`src/rtl/vect_mem_stage.sv`:
```
// Vector memory stage: passes ALU results straight to writeback, or serialises a
// vector load/store one lane per cycle over a single-word synchronous data memory.
module vect_mem_stage #(
    parameter int unsigned N      = 24,
    parameter int unsigned LANES  = 2,
    parameter int unsigned ADDR_W = 16
) (
    input  logic                 clk,
    input  logic                 rst,
    input  logic                 validIn,
    input  logic                 memWrite,
    input  logic                 memToReg,
    input  logic                 regWrite,
    input  logic [3:0]           rdIn,
    input  logic [LANES*N-1:0]   aluResult,
    input  logic [LANES*N-1:0]   storeData,
    output logic                 stall,
    output logic [ADDR_W-1:0]    memAddr,
    output logic                 memWe,
    output logic [N-1:0]         memWdata,
    input  logic [N-1:0]         memRdata,
    output logic                 wbValid,
    output logic                 wbRegWrite,
    output logic [3:0]           wbRd,
    output logic [LANES*N-1:0]   wbData,
    output logic [LANES*N-1:0]   forwardOut
);

    localparam int unsigned IDX_W = (LANES > 1) ? $clog2(LANES) : 1;
    localparam int unsigned VEC_W = LANES * N;
    localparam int          LANE_W = int'(N);
    localparam int          LAST_LANE = int'(LANES) - 1;
    localparam logic [IDX_W-1:0] LAST_IDX = IDX_W'(LANES - 1);

    typedef enum logic [1:0] {
        IDLE   = 2'd0,
        ACCESS = 2'd1,
        FINISH = 2'd2
    } state_t;

    state_t              state_q;
    logic [IDX_W-1:0]    idx_q;
    logic [ADDR_W-1:0]   base_q;
    logic [VEC_W-1:0]    sdata_q;
    logic [3:0]          rd_q;
    logic                rw_q;
    logic                store_q;
    logic                wb_valid_q;
    logic                wb_rw_q;
    logic [3:0]          wb_rd_q;
    logic [VEC_W-1:0]    wb_data_q;

    // Memory port is a pure decode of the registered state so reset clears it at once.
    always_comb begin
        stall    = (state_q != IDLE);
        memAddr  = '0;
        memWe    = 1'b0;
        memWdata = '0;
        if (state_q == ACCESS) begin
            memAddr = base_q + ADDR_W'(idx_q);
            memWe   = store_q;
            if (store_q) begin
                memWdata = sdata_q[int'(idx_q) * LANE_W +: N];
            end
        end
    end

    always_ff @(posedge clk or negedge rst) begin
        if (!rst) begin
            state_q    <= IDLE;
            idx_q      <= '0;
            base_q     <= '0;
            sdata_q    <= '0;
            rd_q       <= '0;
            rw_q       <= 1'b0;
            store_q    <= 1'b0;
            wb_valid_q <= 1'b0;
            wb_rw_q    <= 1'b0;
            wb_rd_q    <= '0;
            wb_data_q  <= '0;
        end else begin
            wb_valid_q <= 1'b0;
            case (state_q)
                IDLE: begin
                    if (validIn) begin
                        if (memWrite || memToReg) begin
                            // A store wins when both flags are set.
                            base_q  <= aluResult[ADDR_W-1:0];
                            sdata_q <= storeData;
                            rd_q    <= rdIn;
                            rw_q    <= regWrite;
                            store_q <= memWrite;
                            idx_q   <= '0;
                            state_q <= ACCESS;
                        end else begin
                            wb_data_q  <= aluResult;
                            wb_rd_q    <= rdIn;
                            wb_rw_q    <= regWrite;
                            wb_valid_q <= 1'b1;
                        end
                    end
                end
                ACCESS: begin
                    // Read data trails its address by one cycle, so lane idx-1 lands now.
                    if (!store_q && (idx_q != '0)) begin
                        wb_data_q[(int'(idx_q) - 1) * LANE_W +: N] <= memRdata;
                    end
                    if (idx_q == LAST_IDX) begin
                        state_q <= FINISH;
                    end else begin
                        idx_q <= idx_q + IDX_W'(1);
                    end
                end
                FINISH: begin
                    if (!store_q) begin
                        wb_data_q[LAST_LANE * LANE_W +: N] <= memRdata;
                    end
                    wb_rd_q    <= rd_q;
                    wb_rw_q    <= rw_q & ~store_q;
                    wb_valid_q <= 1'b1;
                    idx_q      <= '0;
                    state_q    <= IDLE;
                end
                default: begin
                    state_q <= IDLE;
                end
            endcase
        end
    end

    assign wbValid    = wb_valid_q;
    assign wbRegWrite = wb_rw_q;
    assign wbRd       = wb_rd_q;
    assign wbData     = wb_data_q;
    assign forwardOut = wb_data_q;

endmodule

```
`config.mk`:
```
export PLATFORM = sky130hd
export DESIGN_NAME = vect_mem_stage
export DESIGN_NICKNAME = d
export VERILOG_FILES = /design/src/rtl/vect_mem_stage.sv
export SDC_FILE = /design/constraint.sdc
export NUM_CORES = 1
export LEC_CHECK = 0
export ABC_AREA = 1
export CAP_MARGIN = 20
export CORE_MARGIN = 8
export CORE_UTILIZATION = 40
export DETAILED_ROUTE_END_ITERATION = 16
export GPL_TIMING_DRIVEN = 0
export MAX_ROUTING_LAYER = met4
export PLACE_DENSITY = 0.77
export SYNTH_ARGS = -nofsm -noshare
export SYNTH_HDL_FRONTEND = slang
export SYNTH_SLANG_ARGS = --single-unit
```
`constraint.sdc`:
```
create_clock -name clk -period 1.9 [get_ports clk]
set_input_delay 0.19 -clock clk [delete_from_list [all_inputs] [get_ports clk]]
set_output_delay 0.19 -clock clk [all_outputs]
set_load 0.005 [all_outputs]
```
==> metrics.txt, run 1 <==
outcome=finished with violations; violated checks=setup timing; count of standard-cell rows=48; sequential fraction of the synthesis area=a little under half; count of buffers inserted at the top-level ports=273; Worst Path Class, Setup=reg2out; final worst path period need=just over 2 ns; number of search-and-repair iterations in the first detailed-routing pass=6; Worst path slowest cell=dfrtp_1; initial cell density of the core=40.60%; post-synthesis area per instance=7.621 µm²; via/cell ratio=4.943; Yosys top cell area share=between 40% and 50%; Die ar.=21910 µm²; type of the most critical hold path=in2async; maximum clock frequency=about 490 MHz; final worst clock skew=around 0.010 ns; Synth Instances=915; root buffer cell=clkbuf_16; TritonCTS clock tree=built; setup repair after global routing missed its margin=yes; most frequently used cell type in the post-synthesis netlist=nand2_1; post-synthesis mux area share=3.445%; number of antenna violations at the first check in global routing=2; total overflow reported by the global router=0; period utilization=107.8%; dpl hpwl=18.86 mm; maximum number of pins on one net before global-route repair=68; critical path peak fanout=3; Wirelength per Cell=about 17 µm; number of synthesized register bits=127; family with the most delay on the worst path=buffers and inverters; Worst IR Drop VDD=0.0008366 V; post-route non-filler standard cell count=1476; Total Nets Final=around 1.4k; post-synth top area cell=dfrtp_1; combined area of all synthesized cells=6973 µm²; EDFF count, synth=0; arrival time worst endpoint=1.86 ns; simple logic cell fraction of the synthesized area=20.28%; number of nets produced by synthesis=1052; detailed-route wire length=25.79 mm; Max H-tree Level=4; leakage power figure=5.482 nW; flip-flop cell with the highest count after synthesis=dfrtp_1; vias in the first global route=7490; Worst setup SP type=register; IO Pins=274; Iteration-0 DRC Markers=503; main area contributors after synthesis=dfrtp_1 46%, nand2_1 12%, o21ai_0 8.5%, inv_1 6.8%, buf_4 5.5%; number of remaining DRC errors=0; share of the synthesized area in compound gates (AO/OA/AOI/OAI)=13.74%; adder-cell share of the synthesized area=roughly 1.3%; final setup violation count=16; Floorplan Core Area=17180 µm²; deepest clock path buffer count=2; Final Hold Vio Count=0; proportion of layout cells with a drive suffix above 1=20.10%; Slew @ Worst Pin=0.6316 ns; cell area after placement=10020 µm²; main combinational cell family by area after synthesis=simple AND/OR/NAND/NOR gates; clock-pin transition on the worst setup and hold timing paths=0.05 ns; clock sink count=around 130; total of max-cap violations=0; setup slack after layout=-0.1489 ns; final instance area=11090 µm²; Syn-to-layout area delta=58.98%; gr usage total=24.03%; number of max-slew violations in the final report=0; setup_tns=-1.215 ns; final weighted congestion of routability-driven global placement=about 0.9; first-pass GRT wire length=40.28 mm; Synthesis Warnings=0; sum of buffers and inverters on the critical path=4; antenna viol nets, final=0; power per standard cell area=1642 nW/µm²; asr flop ratio synth=100.0%; number of clock buffers inserted by TritonCTS=17; die width=about 150 µm; total number of vias=roughly 7.3k; xor and xnor fraction of the mapped netlist area=0.1256%; floorplan die height=148.0 µm; DP Worst Slack=-0.4781 ns; WHS=between 0.3 and 0.4 ns; delay of the slowest cell on the worst path=around 0.42 ns; remaining max-slew budget at the tightest pin=57.90%; CP dominant cell by count=buf_6; register-to-register path setup slack=0.08 ns; Worst-Skew Late Latency=0.41 ns; number of instances in the placed design=1414; WP data required=between 1.5 and 2 ns; most frequent cells after synthesis=216 x nand2_1, 127 x dfrtp_1, 126 x inv_1; cells traversed along the worst timing path=buf_6 -> ha_4 -> nand2_4 -> nor2_4 -> buf_4 -> buf_6 -> nand4_1 -> nand2_1 -> nor2_1 -> buf_2; nature of the critical path endpoint=output pin; post-synthesis cell type count=33
==> final cells by class <==
type	instances	area, µm²
Fill cell	1483	6091
Sequential cell	127	3178
Multi-Input combinational cell	563	3033
Timing Repair Buffer	307	2878
Buffer	94	691.9
Inverter	129	504.2
Clock buffer	22	474.2
Tap cell	225	281.5
Clock inverter	7	40.04
Antenna cell	2	5.005
==> where the power goes <==
group          internal, W  switching [W]  leakage [nW]
registers          0.00398        0.00111          1.60
clock network      0.00173        0.00114         0.253
logic              0.00516        0.00508          3.63
==> stage by stage <==
stage | utilization [%] | power [W]
detailed placement | 58.31 | 0.01426
finish | 64.54 | 0.01821
global route | 64.54 | 0.01953
CTS | 63.07 | 0.01769
global placement | 58.14 | 0.01404
floorplan | - | 0.009886
==> timing repair <==
item	CTS	global route
resized for setup	240	70
pin swaps	15	33
setup endpoints to repair	98	146
endpoints found under the hold margin	66	0
hold buffers	1	0
gates cloned	2	1
buffers inserted	16	13
==> final timing paths <==
| check | startpoint | to | cells after the start |
|---|---|---|---|
| setup / recovery | idx_q | memAddr[11] | 10 |
| hold / removal | rst | sdata_q[38] | 2 |
| setup reg to reg | state_q[1] | forwardOut[6] | 9 |
| hold reg to reg | sdata_q[31] | sdata_q[31] | 2 |
| max in group asynchronous | rst | forwardOut[9] | 3 |
| min in group clk | storeData[5] | sdata_q[5] | 3 |
==> cells in the final DEF, fill, tap and decap left out, types with 5 or more instances in the layout <==
cell type | netlist | routed
nor2_1 | 74 | 70
o21ai_0 | 118 | 115
clkbuf_8 | 0 | 5
buf_4 | 51 | 68
nand2_2 | 2 | 5
clkbuf_1 | 22 | 9
mux2i_1 | 24 | 24
nor3_4 | 0 | 8
buf_6 | 3 | 17
clkbuf_16 | 0 | 18
clkinv_2 | 0 | 5
nand3_1 | 30 | 26
clkdlybuf4s50_1 | 0 | 230
buf_2 | 19 | 54
o22ai_1 | 24 | 24
clkbuf_2 | 1 | 9
o21ai_1 | 21 | 20
inv_2 | 1 | 5
nand2_1 | 216 | 208
inv_1 | 126 | 121
dfrtp_1 | 127 | 127
nor3_2 | 0 | 13
==> registers in the layout, indices dropped and copies added, names as in the netlist <==
register / count
rd_q: 4
forwardOut: 48
state_q: 2
rw_q: 1
sdata_q: 48
wbRd: 4
idx_q: 1
store_q: 1
wbRegWrite: 1
wbValid: 1
base_q: 16
==> cells by family after synthesis <==
| kind of cell | count (synthesis) |
|---|---|
| flip-flops | 127 |
| AND/OR/NAND/NOR | 352 |
| multiplexers | 24 |
| XOR/XNOR | 1 |
| buffers and inverters | 225 |
| adder cells (fa/ha/maj) | 7 |
| AO/OA/AOI/OAI | 179 |
==> worst reg2reg max path: stages (launching register included) <==
cell,delay (ns)
dfrtp_1,0.37
inv_2,0.07
buf_4,0.13
ha_1,0.18
buf_6,0.14
nand2_1,0.26
clkbuf_2,0.30
o22ai_1,0.11
nand3_1,0.10
nand2_1,0.05
==> routing by layer <==
metal	up-vias	GRT usage (%)	share of wire, %
li1	3504	-	-
met1	3466	28.51	42
met2	276	39.43	51
met3	50	4.188	4.6
met4	0	10.71	3.2
met5	-	-	0
Power figures use the tool's default switching activity.
==> inputs of run 2 (changes only) <==
--- a/config.mk
+++ b/config.mk
@@ -6,7 +6,6 @@
 export NUM_CORES = 1
 export LEC_CHECK = 0
 export ABC_AREA = 1
-export CAP_MARGIN = 20
 export CORE_MARGIN = 8
 export CORE_UTILIZATION = 40
 export DETAILED_ROUTE_END_ITERATION = 16
==> results of run 2 <==
Final layout, timing and power as in run 1 (identical DEF).
==> inputs of run 3 (changes only) <==
--- a/config.mk
+++ b/config.mk
@@ -6,6 +6,7 @@
 export NUM_CORES = 1
 export LEC_CHECK = 0
 export ABC_AREA = 1
+export CORE_ASPECT_RATIO = 1.4
 export CORE_MARGIN = 8
 export CORE_UTILIZATION = 40
 export DETAILED_ROUTE_END_ITERATION = 16
==> run 3 against run 2 <==
Final area increased by 2.1%. Final cell count increased by 1.0%. Clock-buffer cell count decreased by 1. The flow still finishes with violations (setup timing). Sequential power about the same. Clock power increased by 18%. Critical path depth decreased by 2. Sequential share of layout area decreased by 0.57 points.
==> metrics.txt, run 3 (synthesis gave the netlist of run 1 again) <==
family with the most delay on the worst path=buffers and inverters; met1 WL=about 10 mm; Worst setup SP type=register; number of antenna violations at the first check in global routing=1; post-route core utilization=between 60% and 70%; Worst IR Drop VDD=0.0007308 V; Worst Path Class, Setup=reg2out; final setup violation count=28; Max H-tree Level=4; TritonCTS clock tree=built; total met2 wirelength after detailed routing=13.60 mm; total number of vias=7339; violated checks=setup timing; Slew @ Worst Pin=0.6006 ns; post-route non-filler standard cell count=1491; delay of the slowest cell on the worst path=0.42 ns; IO Pins=274; Floorplan Core Area=roughly 17000 µm²; Worst path slowest cell=dfrtp_1; power per standard cell area=~1700 nW/µm²; number of search-and-repair iterations in the first detailed-routing pass=7; final worst path period need=~2.0 ns; Worst-Skew Late Latency=around 0.42 ns; Wirelength per Cell=17.70 µm; critical path peak fanout=4; setup_tns=-1.508 ns; type of the most critical hold path=in2async; cells traversed along the worst timing path=buf_6 -> ha_4 -> nand2_4 -> buf_4 -> nor2_2 -> nor2_4 -> o21a_1 -> buf_2; root buffer cell=clkbuf_16; highest metal layer with signal wires=met4; gr usage total=23.89%; die width=127.6 µm; deepest clock path buffer count=2; outcome=finished with violations; setup repair after global routing missed its margin=yes; arrival time worst endpoint=roughly 1.9 ns; floorplan die height=172.2 µm; initial cell density of the core=about two fifths; number of max-slew violations in the final report=0; clock-pin transition on the worst setup and hold timing paths=0.06 ns; via/cell ratio=4.922; first-pass GRT wire length=39.55 mm; count of standard-cell rows=57; Final Hold Vio Count=0; sum of buffers and inverters on the critical path=3; detailed-route wire length=26.39 mm; most common cell after layout, fill and taps aside=clkdlybuf4s50_1; commonest cells after routing, fill and taps aside=230 x clkdlybuf4s50_1, 207 x nand2_1, 126 x dfrtp_1; number of clock buffers inserted by TritonCTS=17; maximum number of pins on one net before global-route repair=66; Iteration-0 DRC Markers=about 600; final weighted congestion of routability-driven global placement=0.9497; final-layout fill cell count=about 1.5k; WHS=0.3246 ns; remaining max-slew budget at the tightest pin=59.96%; met3 layer wire length in the routed design=1.535 mm; Total Nets Final=1378; antenna viol nets, final=0; Syn-to-layout area delta=62.28%; maximum clock frequency=488.2 MHz; nature of the critical path endpoint=output pin; clock sink count=127; WP data required=1.71 ns; number of remaining DRC errors=0; period utilization=107.8%; final worst clock skew=0.008981 ns; Die ar.=21970 µm²; vias in the first global route=7438; leakage power figure=5.530 nW; proportion of layout cells with a drive suffix above 1=20.97%; number of instances in the placed design=1425; total of max-cap violations=0; count of buffers inserted at the top-level ports=approximately 270; total overflow reported by the global router=0; setup slack after layout=-0.1482 ns; dpl hpwl=19.38 mm
## run 3: area by class of cell
class,instances,area [µm²],area share (%)
clock buffer,21,480.5,4.246
timing repair buffer,305,2898,25.61
buffer,96,716.9,6.336
timing repair inverter,2,17.52,0.1548
inverter,129,509.2,4.500
antenna,1,2.502,0.02211
sequential,127,3179,28.10
tap,236,295.3,2.609
multi-input combinational,563,3088,27.29
clock inverter,11,128.9,1.139
## run 3: metrics by stage
step                cell area [µm²]  worst slack [ns]  total power [W]
global route                  11320           -0.2370          0.02020
CTS                           10860           -0.1858          0.01788
finish                        11320           -0.1482          0.01889
detailed placement            10030           -0.5406          0.01420
floorplan                      6973            0.3434         0.009886
global placement              10000            -4.500          0.01395
## run 3: final timing paths
| kind | start | to | slack [ns] | depth (start not counted) |
|---|---|---|---|---|
| worst max-delay path | idx_q | memAddr[3] | -0.15 | 8 |
| worst min-delay path | rst | sdata_q[33] | 0.32 | 2 |
| worst max register to register | state_q[0] | forwardOut[25] | 0.06 | 6 |
| worst min register to register | sdata_q[31] | sdata_q[31] | 0.49 | 2 |
| max in group asynchronous | rst | base_q[0] | 0.82 | 3 |
| min in group clk | storeData[14] | sdata_q[14] | 0.33 | 3 |
## run 3: report_power, final
group / leakage (nW) / switching, W / internal [W]
Sequential: 1.60 / 0.00113 / 0.00398
Combinational: 3.64 / 0.00512 / 0.00527
Clock: 0.296 / 0.00131 / 0.00209
## run 3: repair_timing
| item | CTS | global route |
|---|---|---|
| hold endpoints to repair | 62 | 0 |
| cloned | 0 | 6 |
| pin swaps | 14 | 19 |
| setup endpoints to repair | 58 | 143 |
| buffers inserted | 14 | 12 |
| hold buffers | 1 | 0 |
| gates resized for setup | 202 | 122 |
## run 3: layer usage
layer  GRT usage, %  up-vias
met5              -        -
met4          12.76        0
met3          4.938       67
met2          40.32      300
met1          26.20     3467
li1               -     3505
